### src/rtl/ack_pkt_pkg.sv
// ---------------------------------------------------------------------------
// ack_pkt_pkg
//   Shared definitions for the ACK fragment path. Both the ACK fragment builder
//   (transmit side) and ack_pkt_parser (receive side) import this package so the
//   header layout is defined in exactly one place.
//
//   Header layout, LSB first:
//     src_router | dst_dfx | 3'b000 | type | src_dfx | dst_dfx (copy) | 1'b0 | rn | ack
//   Every bit of the Aurora fragment above HDR_W is zero.
// ---------------------------------------------------------------------------
package ack_pkt_pkg;

  // Default field widths.
  localparam int ACK_W    = 1;
  localparam int SEQ_W    = 1;
  localparam int DFX_W    = 2;
  localparam int ROUTER_W = 2;
  localparam int AURORA_W = 256;

  localparam int RSV3_W = 3;
  localparam int TYPE_W = 2;
  localparam int RSV1_W = 1;

  // Field offsets inside the fragment.
  localparam int OFS_SRC_ROUTER = 0;
  localparam int OFS_DST_DFX0   = OFS_SRC_ROUTER + ROUTER_W;
  localparam int OFS_RSV3       = OFS_DST_DFX0 + DFX_W;
  localparam int OFS_TYPE       = OFS_RSV3 + RSV3_W;
  localparam int OFS_SRC_DFX    = OFS_TYPE + TYPE_W;
  localparam int OFS_DST_DFX1   = OFS_SRC_DFX + DFX_W;
  localparam int OFS_RSV1       = OFS_DST_DFX1 + DFX_W;
  localparam int OFS_RN         = OFS_RSV1 + RSV1_W;
  localparam int OFS_ACK        = OFS_RN + SEQ_W;
  localparam int HDR_W          = OFS_ACK + ACK_W;

  localparam logic [TYPE_W-1:0] TYPE_ACK = 2'b10;

  // One decoded ACK as stored in the receive FIFO.
  typedef struct packed {
    logic [ROUTER_W-1:0] src_router;
    logic [DFX_W-1:0]    src_dfx;
    logic [DFX_W-1:0]    dst_dfx;
    logic [SEQ_W-1:0]    rn;
  } ack_entry_t;

  localparam int ENTRY_W = $bits(ack_entry_t);

endpackage : ack_pkt_pkg

### src/rtl/ack_sync_fifo.sv
// ---------------------------------------------------------------------------
// ack_sync_fifo
//   Single-clock FIFO with show-ahead output: dout always presents the head
//   entry (zero when empty). A push into a full FIFO is accepted only when a pop
//   happens in the same cycle, so full + push + pop leaves the occupancy at DEPTH.
//
//   Ports
//     clk    in   clock
//     rst    in   synchronous reset, active-high (empties the FIFO)
//     push   in   write din this cycle (ignored when full without pop)
//     din    in   WIDTH  write data
//     pop    in   remove the head entry (ignored when empty)
//     dout   out  WIDTH  head entry, zero when empty
//     full   out  occupancy == DEPTH
//     empty  out  occupancy == 0
//
//   DEPTH must be a power of 2 and >= 2 so the pointers wrap naturally.
// ---------------------------------------------------------------------------
module ack_sync_fifo #(
  parameter int WIDTH = 8,
  parameter int DEPTH = 4
) (
  input  logic             clk,
  input  logic             rst,
  input  logic             push,
  input  logic [WIDTH-1:0] din,
  input  logic             pop,
  output logic [WIDTH-1:0] dout,
  output logic             full,
  output logic             empty
);

  localparam int AW = $clog2(DEPTH);

  logic [WIDTH-1:0] mem [DEPTH];
  logic [AW-1:0]    wr_ptr;
  logic [AW-1:0]    rd_ptr;
  logic [AW:0]      count;

  logic do_push;
  logic do_pop;

  assign full  = (count == (AW+1)'(DEPTH));
  assign empty = (count == '0);

  assign do_pop  = pop & ~empty;
  assign do_push = push & (~full | do_pop);

  // NOTE: the storage array has no reset; stale entries are never visible
  // because dout is forced to zero while the FIFO is empty.
  always_ff @(posedge clk) begin
    if (do_push) begin
      mem[wr_ptr] <= din;
    end
  end

  // NOTE: all state registers use non-blocking assignments so every flop
  // samples pre-edge values regardless of block ordering.
  always_ff @(posedge clk) begin
    if (rst) begin
      wr_ptr <= '0;
      rd_ptr <= '0;
      count  <= '0;
    end else begin
      if (do_push) wr_ptr <= wr_ptr + AW'(1);
      if (do_pop)  rd_ptr <= rd_ptr + AW'(1);
      case ({do_push, do_pop})
        2'b10:   count <= count + (AW+1)'(1);
        2'b01:   count <= count - (AW+1)'(1);
        default: count <= count;
      endcase
    end
  end

  assign dout = empty ? '0 : mem[rd_ptr];

endmodule : ack_sync_fifo

### src/rtl/ack_pkt_parser.sv
// ---------------------------------------------------------------------------
// ack_pkt_parser
//   Receive-side ACK decoder. Registers each incoming Aurora fragment, checks
//   the ACK header, and queues the decoded fields for the send controller.
//   Malformed frames and good frames that find the FIFO full are dropped and
//   counted in saturating counters.
//
//   Pipeline (frame sampled at edge N):
//     edge N   : stage 1 captures the fragment
//     edge N+1 : stage 2 captures the header verdict and decoded fields
//     edge N+2 : push into the FIFO / bump a drop counter -> ack_valid
//
//   Ports
//     clk                 in   clock
//     rst                 in   synchronous reset, active-high
//     valid_ack_frag_in   in   ack_frag_recv valid this cycle
//     ack_frag_recv       in   AURORA_WIDTH received fragment
//     ack_valid           out  head-of-FIFO ACK available
//     ack_ready           in   consumer takes the head entry
//     ack_src_router      out  router that issued the ACK
//     ack_src_dfx         out  src DFX of the acked packet
//     ack_dst_dfx         out  dst DFX of the acked packet
//     ack_rn              out  request number carried by the ACK
//     ack_fifo_full       out  FIFO holds FIFO_DEPTH entries
//     drop_overflow_cnt   out  good frames lost to a full FIFO (saturating)
//     drop_malformed_cnt  out  frames that failed a header check (saturating)
//     clear_cnt           in   synchronous clear of both drop counters
//
//   Field widths must match the layout in ack_pkt_pkg; FIFO_DEPTH and
//   CNT_WIDTH are free.
// ---------------------------------------------------------------------------
module ack_pkt_parser
  import ack_pkt_pkg::*;
#(
  parameter int ACK_WIDTH     = ACK_W,
  parameter int SEQ_NUM_WIDTH = SEQ_W,
  parameter int DFX_WIDTH     = DFX_W,
  parameter int ROUTER_WIDTH  = ROUTER_W,
  parameter int AURORA_WIDTH  = AURORA_W,
  parameter int FIFO_DEPTH    = 4,
  parameter int CNT_WIDTH     = 8
) (
  input  logic                     clk,
  input  logic                     rst,
  input  logic                     valid_ack_frag_in,
  input  logic [AURORA_WIDTH-1:0]  ack_frag_recv,
  output logic                     ack_valid,
  input  logic                     ack_ready,
  output logic [ROUTER_WIDTH-1:0]  ack_src_router,
  output logic [DFX_WIDTH-1:0]     ack_src_dfx,
  output logic [DFX_WIDTH-1:0]     ack_dst_dfx,
  output logic [SEQ_NUM_WIDTH-1:0] ack_rn,
  output logic                     ack_fifo_full,
  output logic [CNT_WIDTH-1:0]     drop_overflow_cnt,
  output logic [CNT_WIDTH-1:0]     drop_malformed_cnt,
  input  logic                     clear_cnt
);

  localparam int PAD_W = AURORA_WIDTH - HDR_W;

  // ---------------- stage 1: fragment register ----------------
  logic                    s1_valid;
  logic [AURORA_WIDTH-1:0] s1_frag;

  always_ff @(posedge clk) begin
    if (rst) begin
      s1_valid <= 1'b0;
    end else begin
      s1_valid <= valid_ack_frag_in;
    end
  end

  // Data path only; s1_valid qualifies it, so it needs no reset.
  always_ff @(posedge clk) begin
    if (valid_ack_frag_in) begin
      s1_frag <= ack_frag_recv;
    end
  end

  // ---------------- header check ----------------
  logic [ROUTER_WIDTH-1:0]  f_src_router;
  logic [DFX_WIDTH-1:0]     f_dst_dfx0;
  logic [RSV3_W-1:0]        f_rsv3;
  logic [TYPE_W-1:0]        f_type;
  logic [DFX_WIDTH-1:0]     f_src_dfx;
  logic [DFX_WIDTH-1:0]     f_dst_dfx1;
  logic [RSV1_W-1:0]        f_rsv1;
  logic [SEQ_NUM_WIDTH-1:0] f_rn;
  logic [ACK_WIDTH-1:0]     f_ack;
  logic [PAD_W-1:0]         f_pad;
  logic                     hdr_good;
  ack_entry_t               s1_entry;

  assign f_src_router = s1_frag[OFS_SRC_ROUTER +: ROUTER_WIDTH];
  assign f_dst_dfx0   = s1_frag[OFS_DST_DFX0   +: DFX_WIDTH];
  assign f_rsv3       = s1_frag[OFS_RSV3       +: RSV3_W];
  assign f_type       = s1_frag[OFS_TYPE       +: TYPE_W];
  assign f_src_dfx    = s1_frag[OFS_SRC_DFX    +: DFX_WIDTH];
  assign f_dst_dfx1   = s1_frag[OFS_DST_DFX1   +: DFX_WIDTH];
  assign f_rsv1       = s1_frag[OFS_RSV1       +: RSV1_W];
  assign f_rn         = s1_frag[OFS_RN         +: SEQ_NUM_WIDTH];
  assign f_ack        = s1_frag[OFS_ACK        +: ACK_WIDTH];
  assign f_pad        = s1_frag[AURORA_WIDTH-1:HDR_W];

  // The duplicated dst_dfx acts as a cheap integrity check on the header.
  assign hdr_good = (f_type == TYPE_ACK)
                  && (f_rsv3 == '0)
                  && (f_rsv1 == '0)
                  && (f_ack == ACK_WIDTH'(1))
                  && (f_dst_dfx0 == f_dst_dfx1)
                  && (f_pad == '0);

  assign s1_entry.src_router = f_src_router;
  assign s1_entry.src_dfx    = f_src_dfx;
  assign s1_entry.dst_dfx    = f_dst_dfx0;
  assign s1_entry.rn         = f_rn;

  // ---------------- stage 2: verdict register ----------------
  logic       s2_good;
  logic       s2_bad;
  ack_entry_t s2_entry;

  always_ff @(posedge clk) begin
    if (rst) begin
      s2_good <= 1'b0;
      s2_bad  <= 1'b0;
    end else begin
      s2_good <= s1_valid & hdr_good;
      s2_bad  <= s1_valid & ~hdr_good;
    end
  end

  always_ff @(posedge clk) begin
    if (s1_valid) begin
      s2_entry <= s1_entry;
    end
  end

  // ---------------- decoded-ACK FIFO ----------------
  ack_entry_t head;
  logic       fifo_empty;
  logic       fifo_full;
  logic       pop;
  logic       overflow_inc;

  assign pop = ack_valid & ack_ready;

  ack_sync_fifo #(
    .WIDTH (ENTRY_W),
    .DEPTH (FIFO_DEPTH)
  ) u_fifo (
    .clk   (clk),
    .rst   (rst),
    .push  (s2_good),
    .din   (s2_entry),
    .pop   (pop),
    .dout  (head),
    .full  (fifo_full),
    .empty (fifo_empty)
  );

  // A simultaneous pop frees the slot, so only push-without-pop on full drops.
  assign overflow_inc = s2_good & fifo_full & ~pop;

  assign ack_valid      = ~fifo_empty;
  assign ack_fifo_full  = fifo_full;
  assign ack_src_router = head.src_router;
  assign ack_src_dfx    = head.src_dfx;
  assign ack_dst_dfx    = head.dst_dfx;
  assign ack_rn         = head.rn;

  // ---------------- saturating drop counters ----------------
  // clear_cnt wins over an increment in the same cycle.
  always_ff @(posedge clk) begin
    if (rst || clear_cnt) begin
      drop_overflow_cnt <= '0;
    end else if (overflow_inc && (drop_overflow_cnt != '1)) begin
      drop_overflow_cnt <= drop_overflow_cnt + CNT_WIDTH'(1);
    end
  end

  always_ff @(posedge clk) begin
    if (rst || clear_cnt) begin
      drop_malformed_cnt <= '0;
    end else if (s2_bad && (drop_malformed_cnt != '1)) begin
      drop_malformed_cnt <= drop_malformed_cnt + CNT_WIDTH'(1);
    end
  end

endmodule : ack_pkt_parser

### config.mk
export PLATFORM = sky130hd
export DESIGN_NAME = ack_pkt_parser
export DESIGN_NICKNAME = d
export VERILOG_FILES = /design/src/rtl/ack_pkt_pkg.sv /design/src/rtl/ack_sync_fifo.sv /design/src/rtl/ack_pkt_parser.sv
export SDC_FILE = /design/constraint.sdc
export NUM_CORES = 1
export LEC_CHECK = 0
export CAP_MARGIN = 5
export CORE_UTILIZATION = 45
export DETAILED_ROUTE_END_ITERATION = 8
export PLACE_DENSITY = 0.75
export SYNTH_ARGS = -nofsm -noshare
export SYNTH_HDL_FRONTEND = slang
export SYNTH_SLANG_ARGS = --single-unit
### constraint.sdc
create_clock -name clk -period 6.86 [get_ports clk]
set_clock_uncertainty 0.1 [all_clocks]
set_input_delay 1.372 -clock clk [delete_from_list [all_inputs] [get_ports clk]]
set_output_delay 1.372 -clock clk [all_outputs]
set_load 0.02 [all_outputs]
# Yosys cells after proc, flatten, opt, wreduce, memory -nomap -nowiden
# Memory sizes are Yosys's and may differ from the RTL's. A register that Yosys moved wholly into a read port is not among the register bits.
# Index checks and enable logic that the tools add are counted.
# classes
n_eq_ne,7
div,0
n_lt_le_gt_ge,0
shifts,0
n_reduce_logical,12
addsub,6
n_mux,6
bitwise,13
multipliers,0
# ops
cell,n
zero test 240 bit,1
"adder 8 x 1 -> 8 bit, second input constant",2
"!= test 8 bit, second input constant",2
bitwise AND 1 bit,7
logical AND 1 bit,7
two-way mux 7 bit,1
zero test 3 bit,2
one-hot mux 3 bit (2 select lines),1
inverter 1 bit,5
"adder 2 x 1 -> 2 bit, second input constant",2
"equality test 2 bit, second input constant",2
two-way mux 2 bit,2
"adder 3 x 1 -> 3 bit, second input constant",1
"equality test 3 bit, second input constant",1
"subtractor 3 x 1 -> 3 bit, second input constant",1
"equality test 2 x 1 -> 1 bit, second input constant",1
equality test 2 bit,1
two-way mux 1 bit,2
nonzero test 2 bit,1
logical OR 1 bit,1
bitwise OR 1 bit,1
# totals
romBits,0
in_bits,261
latch_bits,0
register_bits,289
mem_count,1
mem_bits_rw,28
# memory_table
memory,words,word_bits,rd,rd_ports_with_merged_regs,write_ports,line_no,source
u_fifo.mem,4,7,1,1,1,ack_sync_fifo.sv:35,logic [WIDTH-1:0] mem [DEPTH];

# Logic depth before layout (Yosys ltp)
# Gate-level depths: netlist of the first run.
# logic_depth
word_depth,8
depth_mapped,10
depth_no_buf,9

# Cells and area by module
# Synthesis of the first run repeated with hierarchy kept, for this count alone.
# hier_totals
cells_unflattened,536
area_unflattened_um2,10832.9
# modules_own_cells
mod,area_each_um2,instances,cells_each
ack_pkt_parser,9262.6,1,437
ack_sync_fifo,1570.3,1,99

# Worst setup path after synthesis of the first run
# No wires, ideal clock.
# synth_timing
path_kind,input port to flip-flop
startpoint,in ack_ready
endpoint,reg u_fifo.count[2]
setup_time_ns,0.070
t_required_ns,6.690
path_buffers,1
slack_ns,3.459
arrival_ns,3.231
path_stages,10
path_cell_list,nor4b_4 -> and2b_2 -> clkbuf_1 -> inv_1 -> ha_1 -> inv_1 -> fa_1 -> xor2_1 -> or3_1 -> a21oi_1
# synth_via
elab_chain_len,6
word_cells_on_any_way,8
cone_classes,eq/ne: 2; mux: 1; bitwise: 4; reduce/logical: 1
# synth_rtl
item,line_no,source
from (decl),ack_pkt_parser.sv:48,"input logic ack_ready,"
bitwise AND 1 bit (*),ack_pkt_parser.sv:146,assign pop = ack_valid & ack_ready;
bitwise AND 1 bit (*),ack_sync_fifo.sv:46,assign do_pop = pop & ~empty;
bitwise OR 1 bit,ack_sync_fifo.sv:47,assign do_push = push & (~full | do_pop);
bitwise AND 1 bit,ack_sync_fifo.sv:47,
equality test 2 x 1 -> 1 bit / equality test 2 bit (equally long branches),ack_sync_fifo.sv:67,"case ({do_push, do_pop})"
one-hot mux 3 bit (2 select lines) / nonzero test 2 bit (equally long branches),--,
to (signal assigned),ack_sync_fifo.sv:68,2'b10: count <= count + (AW+1)'(1);
to (signal assigned),ack_sync_fifo.sv:69,2'b01: count <= count - (AW+1)'(1);
to (signal assigned),ack_sync_fifo.sv:70,default: count <= count;
to (decl),ack_sync_fifo.sv:38,logic [AW:0] count;
# Every way passes the cells marked *; elsewhere a longest branch is shown, timed or not.
# A chain may end at the register's enable or synchronous reset.

==> results.cfg, run 1 <==
[routing]
viasPerCell = 4.84
drt_iter0_drc = 352
first_pass_iters = 4
route.detailed.drc = 0
wire_per_inst_um = 17.4
ant_nets = 0
dr_total_vias = 5787
wirelength_um = 20900

[sta]
hold_viol = 0
max_freq_mhz = 264
tightest_slew_ns = 0.907
period_minus_slack_ns = 3.78
rsz0062_at_grt = no
finalSetupViolCount = 0
slew_headroom_pct = 39.5
slew_viol_final = 0
fin_setup_tns_ns = 0
period_share_pct = 55.1
hold_slack_ns = 0.316

[setup_path]
cp.arrival_ns = 2.31
cp-end-kind = primary output
slowest_stage = dfxtp_1
path_buf_inv = 1
crit_type = reg -> out
critPathMaxFanout = 7
critPathTopFamily = flip-flops
cp-start-kind = register
cp.required_ns = 5.39
slowest_delay_ns = 0.58
path_cells = mux4_2 > and2_1 > clkdlybuf4s50_1

[cells_and_area]
syn_to_final_growth_pct = 39.4
layout_commonest_cell = edfxtp_1
nets = 1122
final_area_mm2 = 0.0150
regArea_mm2 = 0.00930
fin_util_pct = 64.1
layout_common_cells = edfxtp_1 (291), clkdlybuf4s50_1 (284), nor4_1 (63), clkbuf_16 (35), dfxtp_1 (28)
nFillCells = 1651
drive_above_1_share_pct = 6.40
multi_input_area_mm2 = 0.00142

[die]
rows = 56
start_util_pct = 46.0
die_area_mm2 = 0.0246
coreArea_mm2 = 0.0235
die_width_um = 157
die_h_um = 157
io_pins = 286

[placement]
gp_congestion = 0.788
placed_area_mm2 = 0.0140
hpwl_um = 15200
port-buffer-count = 285

[job]
maxCapViolations = 0

[clock_tree]
cts-root-buf = clkbuf_16
cts_inserted_buffers = 34
cts_resized = 0
htree_levels = 2
ctsHoldBuffers = 0
clkLatencyLatePin_ns = 0.50
clkTransAtPathRegs_ns = 0.06
clk_path_buf_depth = 3
cts.sinks = 319
cts_tree = yes
cts_setup_buffers = 0

[logic_synthesis]
synth-seq-cells = 319
syn-cell-area_mm2 = 0.0108
synth.avg_cell_area_um2 = 20.1
yosysUniqueCellTypes = 34
synth_warnings = 0
syn_nets = 807
synth-seq-area-share_pct = 86.2
postSynthCellCount = 538

[status]
outcome = complete, no violations

[grt]
overflow = 0
grt_antenna_before_repair = 2
grt_pass1_wl_um = 30800
grt_start_max_net_pins = 140
gr-usage-all-layers_pct = 16.9
grt_pass1_vias = 6030

[pwr]
powerDensity_mw_per_mm2 = 276
vdd_drop_max_uv = 207
leakage_uw = 0.00496

[worst_hold_path]
hold_class = reg -> reg
[area by class of cell]
class | count | share of cell area (%)
timing repair buffer | 286 | 19.1
tap | 319 | 2.65
antenna | 2 | 0.0333
multi-input combinational | 201 | 9.45
inverter | 11 | 0.274
clock buffer | 45 | 6.07
sequential | 319 | 61.8
clock inverter | 13 | 0.599
[metrics by stage]
stage          std cells  setup WS [ns]  power [uW]
3_5_place_dp        1136           2.93        2540
5_1_grt             1194           2.96        4290
3_3_place_gp        1136           3.00        2530
2_1_floorplan        538           3.46        2350
6_report            1196           3.08        4150
4_1_cts             1194           3.02        4190
[path summary, 6_finish.rpt]
path / startpoint / to / slack, ns / cells past startpoint
max reg2reg: s1_frag[50] / s2_bad / 4.33 / 5
min: s1_frag[14] / s2_entry[0] / 0.32 / 0
min reg2reg: s1_frag[14] / s2_entry[0] / 0.32 / 0
max: register / ack_src_router[0] / 3.08 / 3
[report_power, final]
part           internal [uW]  total (uW)  switching [uW]
Sequential              2260        2310            40.1
Combinational            138         197            58.1
Clock                    972        1650             675
[cell families (layout without fill, tap and decap cells)]
| family | after synthesis | in the layout | synth area share, % |
|---|---|---|---|
| AOI/OAI and AO/OA | 16 | 16 | 0.974 |
| xor gates and xnor gates | 16 | 16 | 1.30 |
| adders and majority gates | 8 | 8 | 0.997 |
| buffers and inverters | 18 | 355 | 0.649 |
| DFF | 319 | 319 | 86.2 |
| muxes | 10 | 10 | 1.74 |
| other | 0 | 2 | 0 |
| and+or+nand+nor | 151 | 151 | 8.16 |
[flip-flops by register name, indices dropped and copies added, names as in the netlist, named ones only]
signal / count
drop_malformed_cnt: 8
drop_overflow_cnt: 8
s1_frag: 256
s1_valid: 1
s2_bad: 1
s2_entry: 7
s2_good: 1
u_fifo.count: 3
u_fifo.mem: 28
u_fifo.rd_ptr: 2
u_fifo.wr_ptr: 2
[synth_stat cells (all sizes together)]
cell type	instances	area, um2
edfxtp	291	8740
nor4	63	394
dfxtp	28	561
nor2	21	78.8
nand4	17	106
and2	12	75.1
inv	11	41.3
xnor2	9	78.8
nand2	8	30.0
a21oi	7	35.0
ha	7	87.6
mux4	7	158
nand3	7	35.0
nor3	7	35.0
xor2	7	61.3
o21ai	6	30.0
or3	5	31.3
clkbuf	4	15.0
and3	3	18.8
buf	3	13.8
mux2i	3	30.0
nand2b	2	12.5
a311oi	1	8.76
and2b	1	8.76
and4	1	8.76
fa	1	20.0
nor2b	1	6.26
nor4b	1	23.8
nor4bb	1	10.0
o211ai	1	21.3
o21ba	1	10.0
or2	1	6.26
[layer usage]
layer / vias up / wire length, um / GRT usage, %
li1: 2796 / - / -
met3: 50 / 1420 / 5.07
met2: 214 / 10900 / 29.6
met5: - / 0 / 0
met1: 2727 / 7820 / 18.6
met4: 0 / 738 / 8.73
Note: power is estimated with default switching activity, not from simulation.
==> inputs of run 2 (changes only) <==
==> constraint.sdc (replaced) <==
create_clock -name clk -period 3.8 [get_ports clk]
set_clock_uncertainty 0.1 [all_clocks]
set_input_delay 0.76 -clock clk [delete_from_list [all_inputs] [get_ports clk]]
set_output_delay 0.76 -clock clk [all_outputs]
set_load 0.02 [all_outputs]
==> results.cfg, run 2 (same netlist as run 1, synthesis figures left out) <==
[clock_tree]
cts_tree = yes
cts.sinks = 319
htree_levels = 2
ctsHoldBuffers = 0
cts_inserted_buffers = 34
cts_resized = 0
clkTransAtPathRegs_ns = 0.06
clk_path_buf_depth = 3
cts_setup_buffers = 0
cts-root-buf = clkbuf_16
clkLatencyLatePin_ns = 0.49

[setup_path]
path_buf_inv = 1
r2r_end = u_fifo.count[2]
cp-start-kind = register
cp.arrival_ns = 2.32
crit_type = reg -> out
r2r_slack_ns = 1.31
slowest_stage = dfxtp_1
cp-end-kind = primary output
slowest_delay_ns = 0.58
critPathMaxFanout = 7
cp.required_ns = 2.94
critPathTopFamily = flip-flops
worstReg2RegStart = u_fifo.count[0]
path_depth = 3
path_cells = mux4_2 > and2_1 > clkdlybuf4s50_1
r2r_cells = 9

[placement]
gp_congestion = 0.760
pre_cts_slack_ns = 0.491
placed_area_mm2 = 0.0141
hpwl_um = 15600
port-buffer-count = 285

[worst_hold_path]
hold_class = reg -> reg
min_from = s1_frag[9]
min_to = s2_entry[3]
whs_path_depth = 0

[sta]
finalSetupViolCount = 0
hold_slack_ns = 0.314
slew_viol_final = 0
worst_slack_ns = 0.618
tightest_slew_ns = 0.817
hold_viol = 0
slew_headroom_pct = 45.5
rsz0062_at_grt = no
period_minus_slack_ns = 3.18
max_freq_mhz = 314
fin_setup_tns_ns = 0
period_share_pct = 83.7

[cells_and_area]
nets = 1127
largest-register = s1_frag
nFillCells = 1642
syn_to_final_growth_pct = 40.6
final_area_mm2 = 0.0152
multi_input_area_mm2 = 0.00142
fin_util_pct = 64.6
regArea_mm2 = 0.00930
largest_register_ffs = 256
layout_common_cells = edfxtp_1 (291), clkdlybuf4s50_1 (284), nor4_1 (63), clkbuf_16 (35), dfxtp_1 (28)
drive_above_1_share_pct = 7.93
layout_commonest_cell = edfxtp_1
top_regs = s1_frag: 256 flops, u_fifo.mem: 28 flops

[pwr]
powerDensity_mw_per_mm2 = 504
leakage_uw = 0.00503
vdd_drop_max_uv = 433

[routing]
wire_per_inst_um = 17.4
drt_iter0_drc = 351
wirelength_um = 20900
viasPerCell = 4.85
first_pass_iters = 4
ant_nets = 0
dr_total_vias = 5840
route.detailed.drc = 0

[die]
start_util_pct = 46.0
die_width_um = 157
rows = 56
coreArea_mm2 = 0.0235
die_area_mm2 = 0.0246
die_h_um = 157
io_pins = 286

[grt]
grt_pass1_wl_um = 31200
grt_antenna_before_repair = 2
grt_start_max_net_pins = 111
grt_pass1_vias = 6047
overflow = 0
gr-usage-all-layers_pct = 17.2

[job]
maxCapViolations = 0

[status]
outcome = complete, no violations
## run 2: report_power, final
part,internal (uW),switching (uW)
clock network,1870,1260
registers,4090,72.1
logic,255,106
## run 2: through the flow
step	total power, uW	cells
4_1_cts	7740	1202
2_1_floorplan	4230	538
3_5_place_dp	4600	1141
5_1_grt	7910	1202
6_report	7650	1204
3_3_place_gp	4580	1141
## run 2: final cells by class
type / count / area share, %
antenna: 2 / 0.0330
clock buffer: 43 / 6.10
clock inverter: 18 / 0.973
inverter: 11 / 0.272
multi-input combinational: 201 / 9.37
sequential: 319 / 61.3
tap: 319 / 2.63
timing repair buffer: 291 / 19.3
## run 2: worst max path at each step
stage,start,to
2_1_floorplan,ack_ready,u_fifo.count[2]
3_3_place_gp,ack_ready,u_fifo.count[2]
3_5_place_dp,ack_ready,u_fifo.count[2]
4_1_cts,register,ack_dst_dfx[0]
5_1_grt,register,ack_dst_dfx[0]
6_report,register,ack_dst_dfx[0]
## run 2: per-layer routing
layer	vias up	track usage (%)	wire length, um
met5	-	0	0
met4	0	7.14	692
met3	50	5.59	1550
met2	218	30.8	11100
met1	2763	18.6	7560
li1	2809	-	-
==> RTL edit, RTL diff (flow settings as in run 1) <==
Set the parameter `CNT_WIDTH` to 10 (it was 8).
--- a/src/rtl/ack_pkt_parser.sv
+++ b/src/rtl/ack_pkt_parser.sv
@@ -40,3 +40,3 @@
   parameter int FIFO_DEPTH    = 4,
-  parameter int CNT_WIDTH     = 8
+  parameter int CNT_WIDTH     = 10
 ) (
Ports: changed (resized drop_malformed_cnt and drop_overflow_cnt); port bits go from 286 to 290. No check against the original RTL was run, so the function may have changed too.
==> RTL edit against run 1 <==
- clock power rose by 16%
- synthesized area rose by 1.7%
- largest power group unchanged
- register-to-register slack got worse by 40 ps
- first-iteration DRC count rose by 6.8%
- critical path type unchanged
- power rose by 7.1%
- routed wire length rose by 2.2%
- synthesized cell count rose by 5.0%
- worst setup slack got worse by 53 ps
- sequential cell count rose by 4
- final area rose by 2.8%
- via count rose by 4.4%
==> RTL edit: results (changes against run 1) <==
[finish]
drive_gt1_share_pct = 7.17  ; was 6.40%
sequential_cell_area_um2 = 9380  ; was 9300 um^2
multi_input_area_um2 = 1540  ; was 1420 um^2
largest_registers = s1_frag x256, u_fifo.mem x28  ; unchanged
n_antenna_cell = 0  ; was 2
layout.non_clock_buffers = 290  ; was 286
buf_share_pct = 18.9  ; was 19.1%
clock_buffer_count = 38  ; was 45
multi_input_gates = 227  ; was 201
clk_share_pct = 7.78  ; was 6.67%
nNonClkInverters = 7  ; was 11

[grt]
grt_antenna_before_repair = 0  ; was 2
grt_max_degree = 153  ; was 140
grt_pass1_wl_um = 32100  ; was 30800 um
number_of_global_route_vias_before_repair = 6393  ; was 6030
grt_use_total_pct = 17.1  ; was 16.9%

[sta]
slew-limit-headroom_pct = 46.0  ; was 39.5%

[routing]
wl_per_cell_um = 17.4  ; about the same
wirelength_um = 21300  ; was 20900 um
drt-initial-drc-count = 376  ; was 352
via_per_inst = 4.93  ; was 4.84

[cts]
cts_sinks = 323  ; was 319
numCtsBuffers = 34  ; unchanged

[critical_path]
worstPathArrival_ps = 2360  ; was 2310 ps
critical_path.max_stage_delay_ps = 600  ; was 580 ps

[placement]
dpl_worst_slack_ps = 2890  ; was 2930 ps
port_buffers = 289  ; was 285
count_of_placed_standard_cells_including_taps = 1166  ; was 1136

[power]
p_leak_uw = 0.00510  ; was 0.00496 uW
ir_worst_vdd_mv = 0.220  ; was 0.207 mV

[outcome]
outcome = finished clean  ; unchanged

[synthesis]
synth.net_count = 834  ; was 807
synth_mux_area_share_pct = 1.53  ; was 1.74%
synth.yosys.seq_area_share_pct = 85.4  ; was 86.2%
synth.cells.most_frequent = edfxtp_1 (291), nor4_1 (63), dfxtp_1 (32)  ; was edfxtp_1 (291), nor4_1 (63), dfxtp_1 (28)
post_synth_inst_count = 565  ; was 538
synth_xor_xnor_area_share_pct = 1.68  ; was 1.30%
synth_compound_area_share_pct = 0.741  ; was 0.974%
synth_top_cells_by_area = edfxtp_1 (80%), dfxtp_1 (5.8%), nor4_1 (3.6%)  ; was edfxtp_1 (81%), dfxtp_1 (5.2%), nor4_1 (3.7%)

[RTL edit: cell count changes after synthesis, sizes merged, moves of 3 or more]
| cell | before | now |
|---|---|---|
| dfxtp | 28 | 32 |
| nand4 | 17 | 20 |
| nor3 | 7 | 14 |
| nand3 | 7 | 11 |
| xnor2 | 9 | 13 |
| nand2 | 8 | 14 |
| inv | 11 | 7 |
| o21ai | 6 | 3 |
| nor2 | 21 | 26 |
[RTL edit: routing by layer]
metal	vias to the layer above	GRT usage (%)	routed length, um
met5	-	0	0
met3	39	5.69	1760
met2	223	31.0	11200
li1	2906	-	-
met4	0	5.31	430
met1	2871	18.9	7890
[RTL edit: per-stage QoR]
stage | hold slack, ps | util (%) | instance area, um^2
6_report | 317 | 65.3 | 15500
5_1_grt | 321 | 65.3 | 15500
4_1_cts | 317 | 65.3 | 15500
3_5_place_dp | 305 | 60.2 | 14300
3_3_place_gp | 302 | 60.2 | 14300
2_1_floorplan | 300 | - | 11000
[RTL edit: critical path: cells and delay by family, from the launching register on]
kind                   cells  cell delay [ps]
buffers and inverters      1              550
muxes                      1              560
and+or+nand+nor            1              170
DFF                        1              600
[RTL edit: final timing paths]
check / start / to / slack (ps) / depth (start not counted)
worst min register to register: s1_frag[0]$_DFFE_PP_ / s2_entry[5]$_DFFE_PP_ / 320 / 0
worst max-delay path: flip-flop / ack_rn / 3030 / 3
worst min-delay path: s1_frag[0]$_DFFE_PP_ / s2_entry[5]$_DFFE_PP_ / 320 / 0
worst max register to register: u_fifo.count[0]$_SDFFE_PP0P_ / u_fifo.count[2]$_SDFFE_PP0P_ / 4290 / 9
[RTL edit: power breakdown]
group	internal [uW]	leakage, uW	switching (uW)	total [uW]
Clock	1200	0.000574	714	1920
Combinational	138	0.00144	58.3	197
Sequential	2290	0.00308	41.0	2330
Total	3630	0.00510	814	4440
